$ cat src/rtl/hazard_bypass_ctrl_if.sv
// rtl/hazard_bypass_ctrl_if.sv - operand/stage/hazard bundle between pipeline latches and bypass controller
interface hazard_bypass_ctrl_if #(
  parameter int NB_REG = 5,
  parameter int N_SRC  = 2,
  parameter int N_STG  = 2,
  parameter int NB_SEL = 3,
  parameter int NB_CNT = 16
);
  logic [N_SRC*NB_REG-1:0] i_ex_src;
  logic [N_SRC-1:0]        i_ex_src_use;
  logic [N_STG*NB_REG-1:0] i_stg_rd;
  logic [N_STG-1:0]        i_stg_we;
  logic [N_SRC*NB_REG-1:0] i_id_src;
  logic [N_SRC-1:0]        i_id_src_use;
  logic [NB_REG-1:0]       i_ex_rd;
  logic                    i_ex_mem_read;
  logic                    i_flush;
  logic                    i_halt;
  logic                    i_cnt_clr;
  logic [N_SRC*NB_SEL-1:0] o_fwd_sel;
  logic                    o_stall;
  logic                    o_bubble;
  logic [NB_CNT-1:0]       o_stall_cnt;

  modport master (
    output i_ex_src, i_ex_src_use, i_stg_rd, i_stg_we, i_id_src, i_id_src_use,
           i_ex_rd, i_ex_mem_read, i_flush, i_halt, i_cnt_clr,
    input  o_fwd_sel, o_stall, o_bubble, o_stall_cnt
  );

  modport slave (
    input  i_ex_src, i_ex_src_use, i_stg_rd, i_stg_we, i_id_src, i_id_src_use,
           i_ex_rd, i_ex_mem_read, i_flush, i_halt, i_cnt_clr,
    output o_fwd_sel, o_stall, o_bubble, o_stall_cnt
  );
endinterface

$ cat src/rtl/hazard_bypass_ctrl.sv
// rtl/hazard_bypass_ctrl.sv - EX operand forwarding selects and load-use stall FSM with stall statistics
module hazard_bypass_ctrl #(
  parameter int NB_REG   = 5,
  parameter int N_SRC    = 2,
  parameter int N_STG    = 2,
  parameter int NB_SEL   = 3,
  parameter int LOAD_LAT = 1,
  parameter int NB_CNT   = 16
) (
  input logic             i_clk,
  input logic             i_reset_n,
  hazard_bypass_ctrl_if.slave bus
);

  typedef enum logic {ST_RUN, ST_STALL} state_e;

  localparam bit        MULTI_CYC = (LOAD_LAT > 1);
  localparam logic [3:0] LAT_M1   = 4'(LOAD_LAT - 1);

  state_e              state_q, state_d;
  logic [3:0]          cnt_q, cnt_d;
  logic [NB_CNT-1:0]   stall_cnt_q, stall_cnt_d;
  logic [N_SRC*NB_SEL-1:0] fwd_sel;
  logic                haz;
  logic                id_hit;
  logic                stall;
  logic [NB_REG-1:0]   src;

  // Stages are scanned oldest to youngest so the youngest match overwrites.
  always_comb begin
    fwd_sel = '0;
    src     = '0;
    for (int k = 0; k < N_SRC; k++) begin
      src = bus.i_ex_src[k*NB_REG +: NB_REG];
      for (int j = N_STG - 1; j >= 0; j--) begin
        if (bus.i_ex_src_use[k] && bus.i_stg_we[j] &&
            (bus.i_stg_rd[j*NB_REG +: NB_REG] == src) && (src != '0)) begin
          fwd_sel[k*NB_SEL +: NB_SEL] = NB_SEL'(j + 1);
        end
      end
    end
  end

  always_comb begin
    id_hit = 1'b0;
    for (int k = 0; k < N_SRC; k++) begin
      if (bus.i_id_src_use[k] && (bus.i_id_src[k*NB_REG +: NB_REG] == bus.i_ex_rd)) begin
        id_hit = 1'b1;
      end
    end
    haz = bus.i_ex_mem_read && (bus.i_ex_rd != '0) && id_hit;
  end

  always_comb begin
    state_d = state_q;
    cnt_d   = cnt_q;
    stall   = 1'b0;
    case (state_q)
      ST_RUN: begin
        stall = haz && !bus.i_flush;
        if (!bus.i_halt) begin
          if (bus.i_flush) begin
            cnt_d = '0;
          end else if (haz && MULTI_CYC) begin
            state_d = ST_STALL;
            cnt_d   = LAT_M1;
          end
        end
      end
      ST_STALL: begin
        // The load has already left EX, so a fresh hazard cannot extend this stall.
        stall = !bus.i_flush;
        if (!bus.i_halt) begin
          if (bus.i_flush) begin
            state_d = ST_RUN;
            cnt_d   = '0;
          end else begin
            cnt_d = cnt_q - 4'd1;
            if (cnt_q == 4'd1) begin
              state_d = ST_RUN;
            end
          end
        end
      end
      default: begin
        state_d = ST_RUN;
        cnt_d   = '0;
      end
    endcase
  end

  always_comb begin
    stall_cnt_d = stall_cnt_q;
    if (!bus.i_halt) begin
      if (bus.i_cnt_clr) begin
        stall_cnt_d = '0;
      end else if (stall && (stall_cnt_q != {NB_CNT{1'b1}})) begin
        stall_cnt_d = stall_cnt_q + {{(NB_CNT-1){1'b0}}, 1'b1};
      end
    end
  end

  always_ff @(posedge i_clk or negedge i_reset_n) begin
    if (!i_reset_n) begin
      state_q     <= ST_RUN;
      cnt_q       <= '0;
      stall_cnt_q <= '0;
    end else begin
      state_q     <= state_d;
      cnt_q       <= cnt_d;
      stall_cnt_q <= stall_cnt_d;
    end
  end

  // Combinational outputs are forced quiet while reset is asserted.
  assign bus.o_fwd_sel   = i_reset_n ? fwd_sel : '0;
  assign bus.o_stall     = i_reset_n && stall;
  assign bus.o_bubble    = i_reset_n && stall;
  assign bus.o_stall_cnt = stall_cnt_q;

endmodule

$ cat src/flat_wrapper.sv
// flat-port wrapper written by rule: the top's interface ports become plain ports
module hazard_bypass_ctrl_flat 
#(
  parameter int NB_REG   = 5,
  parameter int N_SRC    = 2,
  parameter int N_STG    = 2,
  parameter int NB_SEL   = 3,
  parameter int LOAD_LAT = 1,
  parameter int NB_CNT   = 16
)
  (i_clk, i_reset_n, bus_i_ex_src, bus_i_ex_src_use, bus_i_stg_rd, bus_i_stg_we, bus_i_id_src, bus_i_id_src_use, bus_i_ex_rd, bus_i_ex_mem_read, bus_i_flush, bus_i_halt, bus_i_cnt_clr, bus_o_fwd_sel, bus_o_stall, bus_o_bubble, bus_o_stall_cnt);
  hazard_bypass_ctrl_if #(.NB_REG(NB_REG), .N_SRC(N_SRC), .N_STG(N_STG), .NB_SEL(NB_SEL), .NB_CNT(NB_CNT)) bus_i ();
  input logic i_clk;
  input logic i_reset_n;
  input wire logic [$bits(bus_i.i_ex_src)-1:0] bus_i_ex_src;
  input wire logic [$bits(bus_i.i_ex_src_use)-1:0] bus_i_ex_src_use;
  input wire logic [$bits(bus_i.i_stg_rd)-1:0] bus_i_stg_rd;
  input wire logic [$bits(bus_i.i_stg_we)-1:0] bus_i_stg_we;
  input wire logic [$bits(bus_i.i_id_src)-1:0] bus_i_id_src;
  input wire logic [$bits(bus_i.i_id_src_use)-1:0] bus_i_id_src_use;
  input wire logic [$bits(bus_i.i_ex_rd)-1:0] bus_i_ex_rd;
  input wire logic [$bits(bus_i.i_ex_mem_read)-1:0] bus_i_ex_mem_read;
  input wire logic [$bits(bus_i.i_flush)-1:0] bus_i_flush;
  input wire logic [$bits(bus_i.i_halt)-1:0] bus_i_halt;
  input wire logic [$bits(bus_i.i_cnt_clr)-1:0] bus_i_cnt_clr;
  output wire logic [$bits(bus_i.o_fwd_sel)-1:0] bus_o_fwd_sel;
  output wire logic [$bits(bus_i.o_stall)-1:0] bus_o_stall;
  output wire logic [$bits(bus_i.o_bubble)-1:0] bus_o_bubble;
  output wire logic [$bits(bus_i.o_stall_cnt)-1:0] bus_o_stall_cnt;
  assign bus_i.i_ex_src = bus_i_ex_src;
  assign bus_i.i_ex_src_use = bus_i_ex_src_use;
  assign bus_i.i_stg_rd = bus_i_stg_rd;
  assign bus_i.i_stg_we = bus_i_stg_we;
  assign bus_i.i_id_src = bus_i_id_src;
  assign bus_i.i_id_src_use = bus_i_id_src_use;
  assign bus_i.i_ex_rd = bus_i_ex_rd;
  assign bus_i.i_ex_mem_read = bus_i_ex_mem_read;
  assign bus_i.i_flush = bus_i_flush;
  assign bus_i.i_halt = bus_i_halt;
  assign bus_i.i_cnt_clr = bus_i_cnt_clr;
  assign bus_o_fwd_sel = bus_i.o_fwd_sel;
  assign bus_o_stall = bus_i.o_stall;
  assign bus_o_bubble = bus_i.o_bubble;
  assign bus_o_stall_cnt = bus_i.o_stall_cnt;
  hazard_bypass_ctrl #(.NB_REG(NB_REG), .N_SRC(N_SRC), .N_STG(N_STG), .NB_SEL(NB_SEL), .LOAD_LAT(LOAD_LAT), .NB_CNT(NB_CNT)) u_core (.i_clk(i_clk), .i_reset_n(i_reset_n), .bus(bus_i));
endmodule
$ cat config.mk
export PLATFORM = sky130hd
export DESIGN_NAME = hazard_bypass_ctrl_flat
export DESIGN_NICKNAME = d
export VERILOG_FILES = /design/src/rtl/hazard_bypass_ctrl_if.sv /design/src/rtl/hazard_bypass_ctrl.sv /design/src/flat_wrapper.sv
export SDC_FILE = /design/constraint.sdc
export NUM_CORES = 1
export LEC_CHECK = 0
export ABC_AREA = 0
export CORE_AREA = 2 2 66 68
export DETAILED_ROUTE_END_ITERATION = 8
export DIE_AREA = 0 0 68 70
export GPL_TIMING_DRIVEN = 0
export HOLD_SLACK_MARGIN = 0.03
export PLACE_DENSITY = 0.81
export RECOVER_POWER = 100
export SKIP_CTS_REPAIR_TIMING = 1
export SYNTH_ARGS = -nofsm -noshare
export SYNTH_HDL_FRONTEND = slang
export SYNTH_SLANG_ARGS = --single-unit
$ cat constraint.sdc
create_clock -name i_clk -period 5.3 [get_ports i_clk]
set_input_delay 1.325 -clock i_clk [delete_from_list [all_inputs] [get_ports i_clk]]
set_output_delay 1.325 -clock i_clk [all_outputs]
set_load 0.1 [all_outputs]
# [After elaboration in Yosys (flattened, before gate mapping)]
# Index checks and enable logic that the tools add are counted.
[word_totals] wordCells=63 output_inout_bits=24 ff_bits=21 in_bits=47
[op_classes] addsub=2 n_eq_ne=11 bitwise=2 reduce_logical=26 n_mux=19
[ops] cell="2-to-1 mux 16 bit" count=2
[ops] cell="equality test 5 bit" count=6
[ops] cell="logical AND 1 bit" count=19
[ops] cell="adder 16 x 1 -> 16 bit, second input constant" count=1
[ops] cell="2-to-1 mux 4 bit" count=4
[ops] cell="inequality test 16 bit, second input constant" count=1
[ops] cell="nonzero test 5 bit" count=3
[ops] cell="case mux 4 bit (2 select lines)" count=1
[ops] cell="2-to-1 mux 1 bit" count=6
[ops] cell="2-to-1 mux 2 bit" count=3
[ops] cell="inequality test 2 bit, second input constant" count=3
[ops] cell="2-to-1 mux 5 bit" count=1
[ops] cell="equality test 4 x 1 -> 1 bit, second input constant" count=1
[ops] cell="subtractor 4 x 1 -> 4 bit, second input constant" count=1
[ops] cell="2-to-1 mux 3 bit" count=1
[ops] cell="AND reduction 3 bit" count=1
[ops] cell="inverter 1 bit" count=2
[ops] cell="case mux 1 bit (2 select lines)" count=1
[ops] cell="AND reduction 2 bit" count=1
[ops] cell="nonzero test 2 bit" count=1
[ops] cell="zero test 1 bit" count=1

# [Logic depth before layout (Yosys ltp)]
[depth] depth_word=10 ltp_mapped=9 mapped_depth_nobuf=7

# [Least setup slack after synthesis]
# No wires, ideal clock.
[synth_path] path_type="input to output" from="in bus_i_ex_rd[0]" to="out bus_o_stall" n_path_buf=2 slack_ns=-0.840 t_arrival_ns=4.815 required_time_ns=3.975 path_stages=7 cell_sequence="xnor2_1 nand4_1 o22ai_1 a21oi_1 buf_4 nor3b_1 buf_4"
[synth_via] elab_chain_len=8 word_cells_on_any_way=12 cone_classes="2 x eq/ne; 3 x mux; 7 x reduce/logical"
[synth_rtl] item="from (decl)" line_no="flat_wrapper.sv:21" source="input wire logic [$bits(bus_i.i_ex_rd)-1:0] bus_i_ex_rd;"
[synth_rtl] item="equality test 5 bit" line_no="hazard_bypass_ctrl.sv:47" source="if (bus.i_id_src_use[k] && (bus.i_id_src[k*NB_REG +: NB_REG] == bus.i_ex_rd)) begin"
[synth_rtl] item="logical AND 1 bit" line_no="hazard_bypass_ctrl.sv:47"
[synth_rtl] item="2-to-1 mux 1 bit (2 in series)" line_no="hazard_bypass_ctrl.sv:47"
[synth_rtl] item="logical AND 1 bit (*)" line_no="hazard_bypass_ctrl.sv:51" source="haz = bus.i_ex_mem_read && (bus.i_ex_rd != '0) && id_hit;"
[synth_rtl] item="logical AND 1 bit (*)" line_no="hazard_bypass_ctrl.sv:60" source="stall = haz && !bus.i_flush;"
[synth_rtl] item="case mux 1 bit (2 select lines) (*)" line_no="hazard_bypass_ctrl.sv:58" source="case (state_q)"
[synth_rtl] item="logical AND 1 bit (*)"
[synth_rtl] item="to (decl)" line_no="flat_wrapper.sv:27" source="output wire logic [$bits(bus_i.o_stall)-1:0] bus_o_stall;"
# Every way passes the cells marked *; elsewhere a longest branch is shown, timed or not.

# [Worst setup path in the final report]
[layout_path] from="in bus_i_ex_rd[1]" to="out bus_o_bubble"
[layout_via] elab_chain_len=8 word_cells_on_any_way=12 cone_classes="2 x eq/ne; 3 x mux; 7 x reduce/logical"
[layout_rtl] item="equality test 5 bit" line_no="hazard_bypass_ctrl.sv:47"
[layout_rtl] item="logical AND 1 bit" line_no="hazard_bypass_ctrl.sv:47"
[layout_rtl] item="2-to-1 mux 1 bit (2 in series)" line_no="hazard_bypass_ctrl.sv:47"
[layout_rtl] item="logical AND 1 bit (*)" line_no="hazard_bypass_ctrl.sv:51"
[layout_rtl] item="logical AND 1 bit (*)" line_no="hazard_bypass_ctrl.sv:60"
[layout_rtl] item="case mux 1 bit (2 select lines) (*)" line_no="hazard_bypass_ctrl.sv:58"
[layout_rtl] item="logical AND 1 bit (*)" line_no="hazard_bypass_ctrl.sv:118" source="assign bus.o_bubble = i_reset_n && stall;"
[layout_rtl] item="to (decl)" line_no="flat_wrapper.sv:28" source="output wire logic [$bits(bus_i.o_bubble)-1:0] bus_o_bubble;"
# Marked as above.

==> results.sh <==
export IMPL_vias_per_cell=5.70
export IMPL_drive_gt1_frac=0.0702
export IMPL_worstPathMaxFanout=10
export IMPL_worstMarginPinSlew_ns=1.34
export IMPL_intPower_mw=0.294
export IMPL_post_place_ws_ns=-0.267
export IMPL_period_minus_slack_ns=5.17
export IMPL_status="finished, final reports clean"
export IMPL_path_clk_slew_ns=0.08
export IMPL_ant_nets=0
export IMPL_seq_power_share=0.379
export IMPL_layout_commonest_cell="clkdlybuf4s50_1"
export IMPL_die_area_um2=4760
export IMPL_overflow=0
export IMPL_max_freq_ghz=0.194
export IMPL_drc=0
export IMPL_wirelength_mm=5.18
export IMPL_synth_cell_type_count=46
export IMPL_hp_class="flip-flop to flip-flop"
export IMPL_yosysSeqAreaShare=0.295
export IMPL_firstDrtPassIters=4
export IMPL_rows=24
export IMPL_dp_hpwl_mm=3.99
export IMPL_ioPinCount=71
export IMPL_synth_edf_count=0
export IMPL_finalHoldViolCount=0
export IMPL_drt_iter0_drc=121
export IMPL_period_share=0.975
export IMPL_hold_ws_ns=0.542
export IMPL_setup_viol=0
export IMPL_comb_power_share=0.397
export IMPL_n_antenna_cell=0
export IMPL_cts_max_level=1
export IMPL_die_y_um=70
export IMPL_insertion_delay_ns=0.26
export IMPL_final_cell_mix="clkdlybuf4s50_1, nand2_1, dfrtp_1"
export IMPL_core_um2=4140
export IMPL_clock_skew_ns=0.00236
export IMPL_worst_ep_arrival_time_ns=3.84
export IMPL_die_w_um=68
export IMPL_start_util=0.430
export IMPL_port_buffers=68
export IMPL_gr_usage_all_layers=0.238
export IMPL_cts_path_max_buffers=2
export IMPL_synthArstFlopShare=1.00
export IMPL_cts_buffers=3
export IMPL_worst_setup_path_start_kind="input pin"
export IMPL_nets=336
export IMPL_cts_root_buf="clkbuf_8"
export IMPL_ys_ff_latch=21
export IMPL_clkSinkCount=21
export IMPL_pwr_density_cell_nw_per_um2=191
export IMPL_multi_input_area_um2=1160
export IMPL_grt_setup_unrepaired="no"
export IMPL_endpoint_kind="primary output"
export IMPL_area_delta_synth_final_pct=43.9
export IMPL_setup_ws_ns=0.135
export IMPL_grt_pass1_wl_mm=8.98
export IMPL_switching_share=0.399
export IMPL_report_final_slew_viol_count=0
export IMPL_clkPwrFrac=0.224
export IMPL_wire_per_inst_um=15.4
export IMPL_grt_max_degree=27
export IMPL_cts_tree="yes"
export IMPL_ir_drop_uv=194
export IMPL_synthFlopType="dfrtp_1"
export IMPL_layout_area_seq_um2=526
export IMPL_syn_area_per_cell_um2=8.40
export IMPL_power_leakage_nw=1.02
export IMPL_yosysWarnings=0
export IMPL_maxCapViolations=0
export IMPL_nFillCells=368
export IMPL_netlist_instances=212
export IMPL_switchingPower_mw=0.195
export IMPL_first_global_vias=1999
export IMPL_cp_required_ns=3.97
export IMPL_num_vias=1921
export IMPL_antenna_found_initial=0
export IMPL_slew_headroom=0.105
export IMPL_netlist_area_um2=1780
export IMPL_critical_path_class="input pin to primary output"
export IMPL_gp_congestion=0.859
==> synthesized netlist by cell type (2+ instances only) <==
cell,count,area (um^2)
a21oi_1,7,35.0
a311o_1,2,20.0
and2_1,3,18.8
buf_2,2,10.0
buf_4,4,30.0
clkbuf_1,4,15.0
dfrtp_1,21,526
ha_1,3,37.5
inv_1,10,37.5
nand2_1,24,90.1
nand3_1,12,60.1
nand4_1,6,37.5
nor2_1,6,22.5
nor3_1,8,40.0
nor4_1,6,37.5
o211ai_1,7,52.6
o21ai_0,8,40.0
o22ai_1,2,12.5
o311ai_0,5,43.8
o41ai_1,3,26.3
or3_1,2,12.5
or3_2,4,30.0
or4_1,12,90.1
xnor2_1,18,158
xor2_1,12,105
==> registers in the layout, summed over array words and instances (netlist names) <==
signal	cells
u_core.cnt_q	4
u_core.state_q	1
u_core.bus.o_stall_cnt	16
==> layout make-up <==
class | instances | share of cell area
clock buffers | 4 | 0.0176
multi-input cells | 171 | 0.455
well taps | 52 | 0.0254
plain buffers | 11 | 0.0249
flip-flops and latches | 21 | 0.205
repair buffers | 68 | 0.258
inverters | 10 | 0.0146
==> worst max-delay path, cell delays in order <==
cell	delay, ns
dlygate4sd3_1	0.59
or4_1	0.54
o21ai_0	0.25
inv_1	0.07
a21oi_1	0.18
buf_4	0.20
nor3b_2	0.06
dlymetal6s4s_1	0.62
==> per-layer routing <==
metal,track usage,vias to the layer above,share of wire
met4,0.0467,0,0.014
met3,0.0338,8,0.045
met1,0.309,906,0.42
met5,0,-,0
met2,0.413,59,0.52
li1,-,948,-
==> power groups by stage <==
stage | logic (mW) | clock network, mW | registers, mW
floorplan | 0.0580 | 0 | 0.250
global placement | 0.195 | 0 | 0.188
detailed placement | 0.199 | 0 | 0.189
CTS | 0.199 | 0.110 | 0.185
global route | 0.207 | 0.117 | 0.188
finish | 0.194 | 0.109 | 0.185
==> cell families after synthesis <==
logic type               after synthesis  share of synthesized area
flip-flops                            21                      0.295
XOR/XNOR                              30                      0.148
adder cells (fa/ha/maj)                3                     0.0211
other                                  1                    0.00211
AO/OA/AOI/OAI                         42                      0.169
AND/OR/NAND/NOR                       94                      0.306
buffers and inverters                 21                     0.0583
==> path summary, 6_finish.rpt <==
kind | startpoint | endpoint | slack, ns | cells past startpoint
setup / recovery | bus_i_ex_rd[1] | bus_o_bubble | 0.13 | 8
hold / removal | u_core.cnt_q[3] | u_core.cnt_q[3] | 0.54 | 1
setup reg to reg | u_core.bus.o_stall_cnt[0] | u_core.bus.o_stall_cnt[6] | 2.67 | 9
hold reg to reg | u_core.cnt_q[3] | u_core.cnt_q[3] | 0.54 | 1
max in group asynchronous | i_reset_n | u_core.bus.o_stall_cnt[15] | 3.17 | 1
min in group asynchronous | i_reset_n | u_core.bus.o_stall_cnt[5] | 1.35 | 1
==> through the flow <==
| step | setup TNS [ns] | power, mW | std cells | area (um^2) | utilization |
|---|---|---|---|---|---|
| after floorplan | 0 | 0.308 | 213 | 1790 | - |
| after global placement | -0.863 | 0.383 | 333 | 2540 | 0.613 |
| after detailed placement | -0.965 | 0.387 | 333 | 2540 | 0.613 |
| after CTS | -1.00 | 0.495 | 337 | 2580 | 0.624 |
| after global routing | 0 | 0.511 | 337 | 2560 | 0.618 |
| final | 0 | 0.488 | 337 | 2560 | 0.618 |
No activity file was read; power rests on OpenSTA's default activity.
